$ cat src/rtl/uart_tx_fifo.sv
// UART transmitter with a small input FIFO, runtime prescaler, optional parity
// and one or two stop bits. Queued words are sent back-to-back.
module uart_tx_fifo #(
  parameter int WIDTH      = 8,
  parameter int FIFO_DEPTH = 4,
  parameter int PRESCALE_W = 6
) (
  input  logic                          CLK,
  input  logic                          Reset,
  input  logic [PRESCALE_W-1:0]         Prescale,
  input  logic                          Parity_EN,
  input  logic                          Parity_type,
  input  logic                          Stop2,
  input  logic                          Data_valid,
  input  logic [WIDTH-1:0]              Data,
  output logic                          Ready,
  output logic                          Busy,
  output logic                          Tx_out,
  output logic [$clog2(FIFO_DEPTH):0]   Fifo_count
);

  localparam int AW = $clog2(FIFO_DEPTH);
  localparam int BW = $clog2(WIDTH);
  localparam logic [BW-1:0] LAST_BIT = BW'(WIDTH - 1);
  localparam logic [AW:0]   FULL     = (AW + 1)'(FIFO_DEPTH);

  typedef enum logic [2:0] {
    IDLE,
    START,
    DATA,
    PARITY,
    STOP
  } state_t;

  logic [WIDTH-1:0]      mem [FIFO_DEPTH];
  logic [AW-1:0]         wr_ptr;
  logic [AW-1:0]         rd_ptr;
  logic [AW:0]           count;
  logic                  wr_en;
  logic                  pop;
  logic                  load;
  logic [WIDTH-1:0]      head;

  state_t                state_q;
  state_t                state_d;
  logic [PRESCALE_W-1:0] presc_q;
  logic [PRESCALE_W-1:0] presc_d;
  logic [PRESCALE_W-1:0] p_q;
  logic [BW-1:0]         bit_q;
  logic [BW-1:0]         bit_d;
  logic [WIDTH-1:0]      shift_q;
  logic [WIDTH-1:0]      shift_d;
  logic                  par_en_q;
  logic                  parity_q;
  logic                  stop2_q;
  logic                  tx_q;
  logic                  tx_d;
  logic                  busy_q;
  logic                  bit_end;

  // Ready depends only on the stored count, so a full FIFO refuses a write
  // even when the FSM pops in the same cycle.
  assign Ready      = (count != FULL);
  assign wr_en      = Data_valid & Ready;
  assign Fifo_count = count;
  assign head       = mem[rd_ptr];
  assign Tx_out     = tx_q;
  assign Busy       = busy_q;

  always_ff @(posedge CLK) begin
    if (wr_en) begin
      mem[wr_ptr] <= Data;
    end
  end

  always_ff @(posedge CLK) begin
    if (!Reset) begin
      wr_ptr <= '0;
      rd_ptr <= '0;
      count  <= '0;
    end else begin
      if (wr_en) begin
        wr_ptr <= wr_ptr + 1'b1;
      end
      if (pop) begin
        rd_ptr <= rd_ptr + 1'b1;
      end
      case ({wr_en, pop})
        2'b10:   count <= count + 1'b1;
        2'b01:   count <= count - 1'b1;
        default: count <= count;
      endcase
    end
  end

  assign bit_end = (presc_q == p_q - 1'b1);

  always_comb begin
    state_d = state_q;
    presc_d = presc_q;
    bit_d   = bit_q;
    shift_d = shift_q;
    pop     = 1'b0;
    load    = 1'b0;
    if (state_q != IDLE) begin
      presc_d = bit_end ? '0 : presc_q + 1'b1;
    end
    case (state_q)
      IDLE: begin
        if (count != '0) begin
          pop     = 1'b1;
          load    = 1'b1;
          presc_d = '0;
          state_d = START;
        end
      end
      START: begin
        if (bit_end) begin
          bit_d   = '0;
          state_d = DATA;
        end
      end
      DATA: begin
        if (bit_end) begin
          shift_d = shift_q >> 1;
          if (bit_q == LAST_BIT) begin
            bit_d   = '0;
            state_d = par_en_q ? PARITY : STOP;
          end else begin
            bit_d = bit_q + 1'b1;
          end
        end
      end
      PARITY: begin
        if (bit_end) begin
          bit_d   = '0;
          state_d = STOP;
        end
      end
      STOP: begin
        // bit_q counts stop bits so a second stop period can follow the first
        if (bit_end) begin
          if (stop2_q && (bit_q == '0)) begin
            bit_d = BW'(1);
          end else if (count != '0) begin
            pop     = 1'b1;
            load    = 1'b1;
            bit_d   = '0;
            state_d = START;
          end else begin
            bit_d   = '0;
            state_d = IDLE;
          end
        end
      end
      default: begin
        state_d = IDLE;
      end
    endcase
  end

  always_comb begin
    tx_d = 1'b1;
    case (state_d)
      IDLE:    tx_d = 1'b1;
      START:   tx_d = 1'b0;
      DATA:    tx_d = shift_d[0];
      PARITY:  tx_d = parity_q;
      STOP:    tx_d = 1'b1;
      default: tx_d = 1'b1;
    endcase
  end

  // Frame configuration is captured together with the popped word.
  always_ff @(posedge CLK) begin
    if (!Reset) begin
      state_q  <= IDLE;
      presc_q  <= '0;
      bit_q    <= '0;
      shift_q  <= '0;
      p_q      <= PRESCALE_W'(1);
      par_en_q <= 1'b0;
      parity_q <= 1'b0;
      stop2_q  <= 1'b0;
      tx_q     <= 1'b1;
      busy_q   <= 1'b0;
    end else begin
      state_q <= state_d;
      presc_q <= presc_d;
      bit_q   <= bit_d;
      tx_q    <= tx_d;
      busy_q  <= (state_d != IDLE);
      if (load) begin
        shift_q  <= head;
        parity_q <= (^head) ^ Parity_type;
        par_en_q <= Parity_EN;
        stop2_q  <= Stop2;
        p_q      <= (Prescale == '0) ? PRESCALE_W'(1) : Prescale;
      end else begin
        shift_q <= shift_d;
      end
    end
  end

endmodule

$ cat config.mk
export PLATFORM = sky130hd
export DESIGN_NAME = uart_tx_fifo
export DESIGN_NICKNAME = d
export VERILOG_FILES = /design/src/rtl/uart_tx_fifo.sv
export SDC_FILE = /design/constraint.sdc
export NUM_CORES = 1
export LEC_CHECK = 0
export ABC_AREA = 1
export CORE_ASPECT_RATIO = 0.75
export CORE_MARGIN = 8
export CORE_UTILIZATION = 40
export CTS_CLUSTER_SIZE = 30
export DETAILED_ROUTE_END_ITERATION = 12
export DONT_BUFFER_PORTS = 1
export PLACE_DENSITY = 0.55
export SYNTH_ARGS = -nofsm -noshare
export SYNTH_HDL_FRONTEND = slang
export SYNTH_SLANG_ARGS = --single-unit
$ cat constraint.sdc
create_clock -name CLK -period 7.15 [get_ports CLK]
set_input_delay 0.3575 -clock CLK [delete_from_list [all_inputs] [get_ports CLK]]
set_output_delay 0.3575 -clock CLK [all_outputs]
set_load 0.01 [all_outputs]
==> impl_metrics.toml, run 1 <==
[cells_and_area]
layout-drive-gt1-share = 0.0727
stdcell_area_um2 = 3910
nets = 480
syn_to_final_growth_pct = 10.5
finalNonFillerCells = 562
fillers = 825
diodes = 0
layout_commonest_cell = "nand2_1"
mostFrequentLayoutCells = "nand2_1, nor2_1, inv_1"

[sta]
finClkSkew_ns = 0.00764
worstMarginPinSlew_ns = 0.879
slew_headroom = 0.412
hold_viol_final = 0
fin_setup_tns_ns = 0
fin_crit_sh = 0.395
slew_viol_final = 0
max_freq_ghz = 0.354
rsz0062_at_grt = "false"
min_period_ns = 2.83
setup_viol = 0

[pwr]
intPower_mw = 0.990
combPwrFrac = 0.389
leakagePower_nw = 1.72
swShare = 0.402
p_clk_frac = 0.256
powerDensity_nw_per_um2 = 424
p_switching_mw = 0.666
pwr-share-seq = 0.355
peakVddDrop_mv = 0.160

[clocking]
cts_buffer_depth = 2
hold_buffers = 0
clock_latency_ns = 0.33
postCtsResizedCells = 0
numCtsBuffers = 9
h-tree-depth = 3
postCtsSetupRepairBufs = 0
path_clk_slew_ns = 0.06
cts_tree = "yes"
clock-sinks = 72
cts-root-buf = "clkbuf_16"

[global_routing]
gr-usage-all-layers = 0.128
grt_pass1_vias = 2590
grt_start_max_net_pins = 24
grt_pass1_wl_um = 12500
antenna_found_initial = 0
grt_overflow = 0

[yosys]
synth_area_per_cell_um2 = 7.93
ys_types = 31
seq_area_frac_synth = 0.498
synth_ff_type = "dfxtp_1"
ys_ff_latch = 72
async_flop_share = 0
synth_top_area_cell = "edfxtp_1"
synthTopCellsByArea = "edfxtp_1, dfxtp_1, nand2_1"
syn_area_um2 = 3530
yosysTopAreaCellShare = 0.272
yosys_warnings = 0
syn-num-nets = 477
synth_cells = 446
synth_edf_count = 32

[worst_setup_path]
path_max_fanout = 18
max_stage_delay_ns = 0.38
crit_required_ns = 7.37
crit_chain = "inv_1 -> ha_1 -> xnor2_1 -> nor2_2 -> nand3_2 -> nor2_8 -> nand3b_2 -> nand2_4 -> ha_1 -> inv_1 -> fa_1 -> a21oi_1 -> o21ai_0 -> o21ai_0 -> a21oi_1"
crit_type = "flop to flop"
start_kind = "flop"
slowest_stage = "dfxtp_1"
cp_data_arrival_time_ns = 3.05
crit_path_end_kind = "flop"

[die]
die_y_um = 97.4
core_area_um2 = 8530
dieArea_um2 = 12100
rows = 29
initial_core_util = 0.415
dieWidth_um = 125
num_io_pins = 26

[placed_design]
dpl-instance-area_um2 = 3620
placedCellCount = 546
port_buffers = 0
dp_hpwl_um = 5270
gp_congestion = 0.813

[route]
drc_errors = 0
wl_um = 7260
ant_nets = 0
first_pass_iters = 4
drt_iter0_drc = 199
vias = 2703
wl_per_cell_um = 12.9
viasPerCell = 4.81

[run_status]
status = "finished clean"

[flow_run]
cap_violations = 0

[min_path]
hold_class = "primary input to flop"
==> worst max-delay path: cells and delay by family (launching register included) <==
kind                       cells  cell delay (ns)
adders and majority gates      3             0.86
and+or+nand+nor                5             0.73
AOI/OAI and AO/OA              4             0.47
DFF                            1             0.38
xor gates and xnor gates       1             0.14
buffers and inverters          2             0.13
==> power by group through the flow <==
| stage | combinational [mW] | sequential [mW] | clock, mW |
|---|---|---|---|
| after floorplan | 0.548 | 0.571 | 0 |
| after global placement | 0.634 | 0.598 | 0 |
| after detailed placement | 0.641 | 0.597 | 0 |
| after CTS | 0.644 | 0.589 | 0.436 |
| after global routing | 0.746 | 0.602 | 0.453 |
| final | 0.643 | 0.588 | 0.424 |
==> stage by stage <==
| stage | total power, mW | utilization | worst slack [ns] | hold slack [ns] |
|---|---|---|---|---|
| after global routing | 1.80 | 0.458 | 4.06 | 0.0972 |
| final | 1.66 | 0.458 | 4.32 | 0.120 |
| after global placement | 1.23 | 0.425 | 4.38 | 0.457 |
| after detailed placement | 1.24 | 0.425 | 4.33 | 0.457 |
| after floorplan | 1.12 | - | 4.48 | 0.456 |
| after CTS | 1.67 | 0.458 | 4.32 | 0.103 |
==> registers in the layout (all words and copies together), names as in the netlist, named ones only <==
| register | count |
|---|---|
| Fifo_count | 3 |
| p_q | 6 |
| wr_ptr | 2 |
| Tx_out | 1 |
| stop2_q | 1 |
| rd_ptr | 2 |
| par_en_q | 1 |
| presc_q | 6 |
| mem | 32 |
| parity_q | 1 |
| bit_q | 3 |
| shift_q | 8 |
| state_q | 3 |
| Busy | 1 |
==> cell usage after synthesis, drive strengths merged, types with 2 or more instances <==
cell,number
a21oi,14
a31oi,2
buf,5
clkbuf,3
dfxtp,40
edfxtp,32
ha,10
inv,59
nand2,125
nand3,39
nand3b,3
nand4,3
nor2,69
nor3,5
o211ai,2
o21ai,24
xnor2,3
xor2,5
==> worst paths after layout <==
check	from	to	slack [ns]	depth (start not counted)
worst max register to register	p_q[0]$_SDFFE_PN1N_	Fifo_count[2]$_SDFFE_PN0P_	4.32	15
worst min-delay path	Data[7]	mem[2][7]$_DFFE_PP_	0.12	0
worst max-delay path	p_q[0]$_SDFFE_PN1N_	Fifo_count[2]$_SDFFE_PN0P_	4.32	15
worst min register to register	shift_q[7]$_SDFFE_PN0P_	shift_q[7]$_SDFFE_PN0P_	0.48	2
==> kinds of logic after synthesis <==
group,synth area share
AOI/OAI and AO/OA,0.0616
DFF,0.498
buffers and inverters,0.0775
and+or+nand+nor,0.302
xor gates and xnor gates,0.0198
adders and majority gates,0.0411
==> area by class of cell <==
class,instances,area [um2],area share
Sequential cell,72,1760,0.451
Clock buffer,14,274,0.0701
Tap cell,108,135,0.0346
Clock inverter,2,11.3,0.00288
Inverter,60,225,0.0577
Multi-Input combinational cell,306,1500,0.384
==> per-layer routing <==
layer / vias up / global-route usage / wire length (um)
li1: 1431 / - / -
met1: 1226 / 0.167 / 3830
met2: 40 / 0.181 / 2940
met3: 6 / 0.0573 / 438
met4: 0 / 0.0471 / 55
met5: - / 0 / 0
No activity file was read; power rests on OpenSTA's default activity.
==> run 2: changes to the inputs <==
Clock period 7.15 ns to 2.7 ns, I/O delays scaled along.
==> impl_metrics.toml, run 2 (synthesis results as in run 1) <==
[clocking]
cts_tree = "yes"
clock_latency_ns = 0.33
numCtsBuffers = 9
cts-root-buf = "clkbuf_16"
h-tree-depth = 3
clock-sinks = 72
path_clk_slew_ns = 0.06
cts_buffer_depth = 2

[die]
dieArea_um2 = 12100
core_area_um2 = 8530
dieWidth_um = 125
num_io_pins = 26
die_y_um = 97.4
rows = 29
initial_core_util = 0.415

[worst_setup_path]
crit_end = "Fifo_count[2]$_SDFFE_PN0P_"
r2r_slack_ns = 0.18
crit_path_end_kind = "flop"
r2r-end = "Fifo_count[2]$_SDFFE_PN0P_"
start_kind = "flop"
r2r_cells = 15
crit_type = "flop to flop"
crit_chain = "inv_1 -> ha_1 -> xnor2_1 -> nor2_2 -> nand3_2 -> nor2_8 -> nand3b_2 -> nand2_4 -> ha_1 -> inv_1 -> fa_1 -> a21oi_2 -> o21ai_1 -> o21ai_1 -> a21oi_1"
cp_data_arrival_time_ns = 2.73
crit_required_ns = 2.91
max_stage_delay_ns = 0.41
slowest_stage = "fa_1"
r2r-start = "p_q[1]$_SDFFE_PN0N_"
path_max_fanout = 3
startpoint = "p_q[1]$_SDFFE_PN0N_"

[sta]
slew_headroom = 0.470
fin_ws_ns = 0.183
hold_viol_final = 0
rsz0062_at_grt = "false"
worstMarginPinSlew_ns = 0.792
slew_viol_final = 0
fin_setup_tns_ns = 0
finClkSkew_ns = 0.00793
fin_crit_sh = 0.932
setup_viol = 0
max_freq_ghz = 0.397
hold-worst-slack_ns = 0.0688
min_period_ns = 2.52

[route]
first_pass_iters = 4
wl_per_cell_um = 12.6
vias = 2791
drt_iter0_drc = 197
drc_errors = 0
ant_nets = 0
wl_um = 7470
met2_wirelength_um = 3080
wl_met3_um = 415
maxUsedRoutingLayer = "met4"
met1_length_um = 3920
viasPerCell = 4.72

[cells_and_area]
reg.largest.list = "mem: 32 flops, shift_q: 8 flops"
diodes = 0
layout_commonest_cell = "nand2_1"
nets = 509
finalNonFillerCells = 591
largest_register_ffs = 32
fillers = 832
stdcell_area_um2 = 4150
largest_register = "mem"
syn_to_final_growth_pct = 17.4
mostFrequentLayoutCells = "nand2_1, nor2_1, inv_1"
layout-drive-gt1-share = 0.0932

[pwr]
p_clk_frac = 0.234
powerDensity_nw_per_um2 = 1080
pwr-share-seq = 0.341
swShare = 0.406
combPwrFrac = 0.425
p_switching_mw = 1.81
intPower_mw = 2.66
leakagePower_nw = 1.83
peakVddDrop_mv = 0.562

[run_status]
status = "finished clean"

[global_routing]
grt_pass1_wl_um = 12800
gr-usage-all-layers = 0.128
grt_start_max_net_pins = 22
grt_overflow = 0
antenna_found_initial = 0
grt_pass1_vias = 2738

[placed_design]
port_buffers = 0
gp_congestion = 0.777
dpl-instance-area_um2 = 3700
placedCellCount = 557
pre_cts_ws_ns = 0.130
dp_hpwl_um = 5260

[min_path]
hold_class = "primary input to flop"
holdPathStages = 3

[flow_run]
cap_violations = 0
## run 2: cell count changes in the layout (fill, tap and decap cells not counted), sizes merged
cell	before	now
clkbuf	14	10
clkinvlp	0	2
clkinv	2	5
dlygate4sd3	0	17
inv	60	59
buf	0	12
## run 2: worst min-delay path by stage
stage,start,endpoint
2_1_floorplan,Data[0],mem[0][0]$_DFFE_PP_
3_3_place_gp,Data[0],mem[0][0]$_DFFE_PP_
3_5_place_dp,Data[3],mem[2][3]$_DFFE_PP_
4_1_cts,Prescale[4],p_q[0]$_SDFFE_PN1N_
5_1_grt,Prescale[4],p_q[0]$_SDFFE_PN1N_
6_report,Prescale[4],p_q[0]$_SDFFE_PN1N_
## run 2: area by class of cell
class,instances,area (um2),area share
Multi-Input combinational cell,306,1500,0.362
Timing Repair Buffer,29,260,0.0627
Inverter,60,225,0.0543
Clock inverter,6,36.3,0.00874
Sequential cell,72,1760,0.424
Clock buffer,10,229,0.0552
Tap cell,108,135,0.0326
## run 2: per-layer routing
| layer | up-vias | global-route usage |
|---|---|---|
| met5 | - | 0 |
| met4 | 0 | 0.0434 |
| met3 | 4 | 0.0507 |
| met2 | 41 | 0.190 |
| met1 | 1262 | 0.165 |
| li1 | 1484 | - |
## run 2: power groups by stage
| stage | logic [mW] | clock network (mW) | registers [mW] |
|---|---|---|---|
| 2_1_floorplan | 1.45 | 0 | 1.51 |
| 3_3_place_gp | 1.81 | 0 | 1.54 |
| 3_5_place_dp | 1.84 | 0 | 1.54 |
| 4_1_cts | 1.88 | 1.08 | 1.53 |
| 5_1_grt | 2.18 | 1.13 | 1.56 |
| 6_report | 1.90 | 1.05 | 1.52 |
## run 2: what timing repair did
item | CTS | global route
buffers inserted | 0 | 1
endpoints found under the setup margin | 0 | 1
gates resized for setup | 0 | 3
hold endpoints to repair | 57 | 0
hold buffers | 17 | 0
## run 2: metrics by stage
| step | util | power, mW |
|---|---|---|
| 5_1_grt | 0.487 | 4.86 |
| 2_1_floorplan | - | 2.96 |
| 3_3_place_gp | 0.434 | 3.35 |
| 6_report | 0.487 | 4.47 |
| 3_5_place_dp | 0.434 | 3.38 |
| 4_1_cts | 0.485 | 4.48 |
## run 2: critical path: cells and delay by family, from the launching register on
kind / cells / cell delay (ns)
AOI/OAI and AO/OA: 4 / 0.40
xor gates and xnor gates: 1 / 0.15
adders and majority gates: 3 / 0.82
buffers and inverters: 2 / 0.13
DFF: 1 / 0.34
and+or+nand+nor: 5 / 0.55
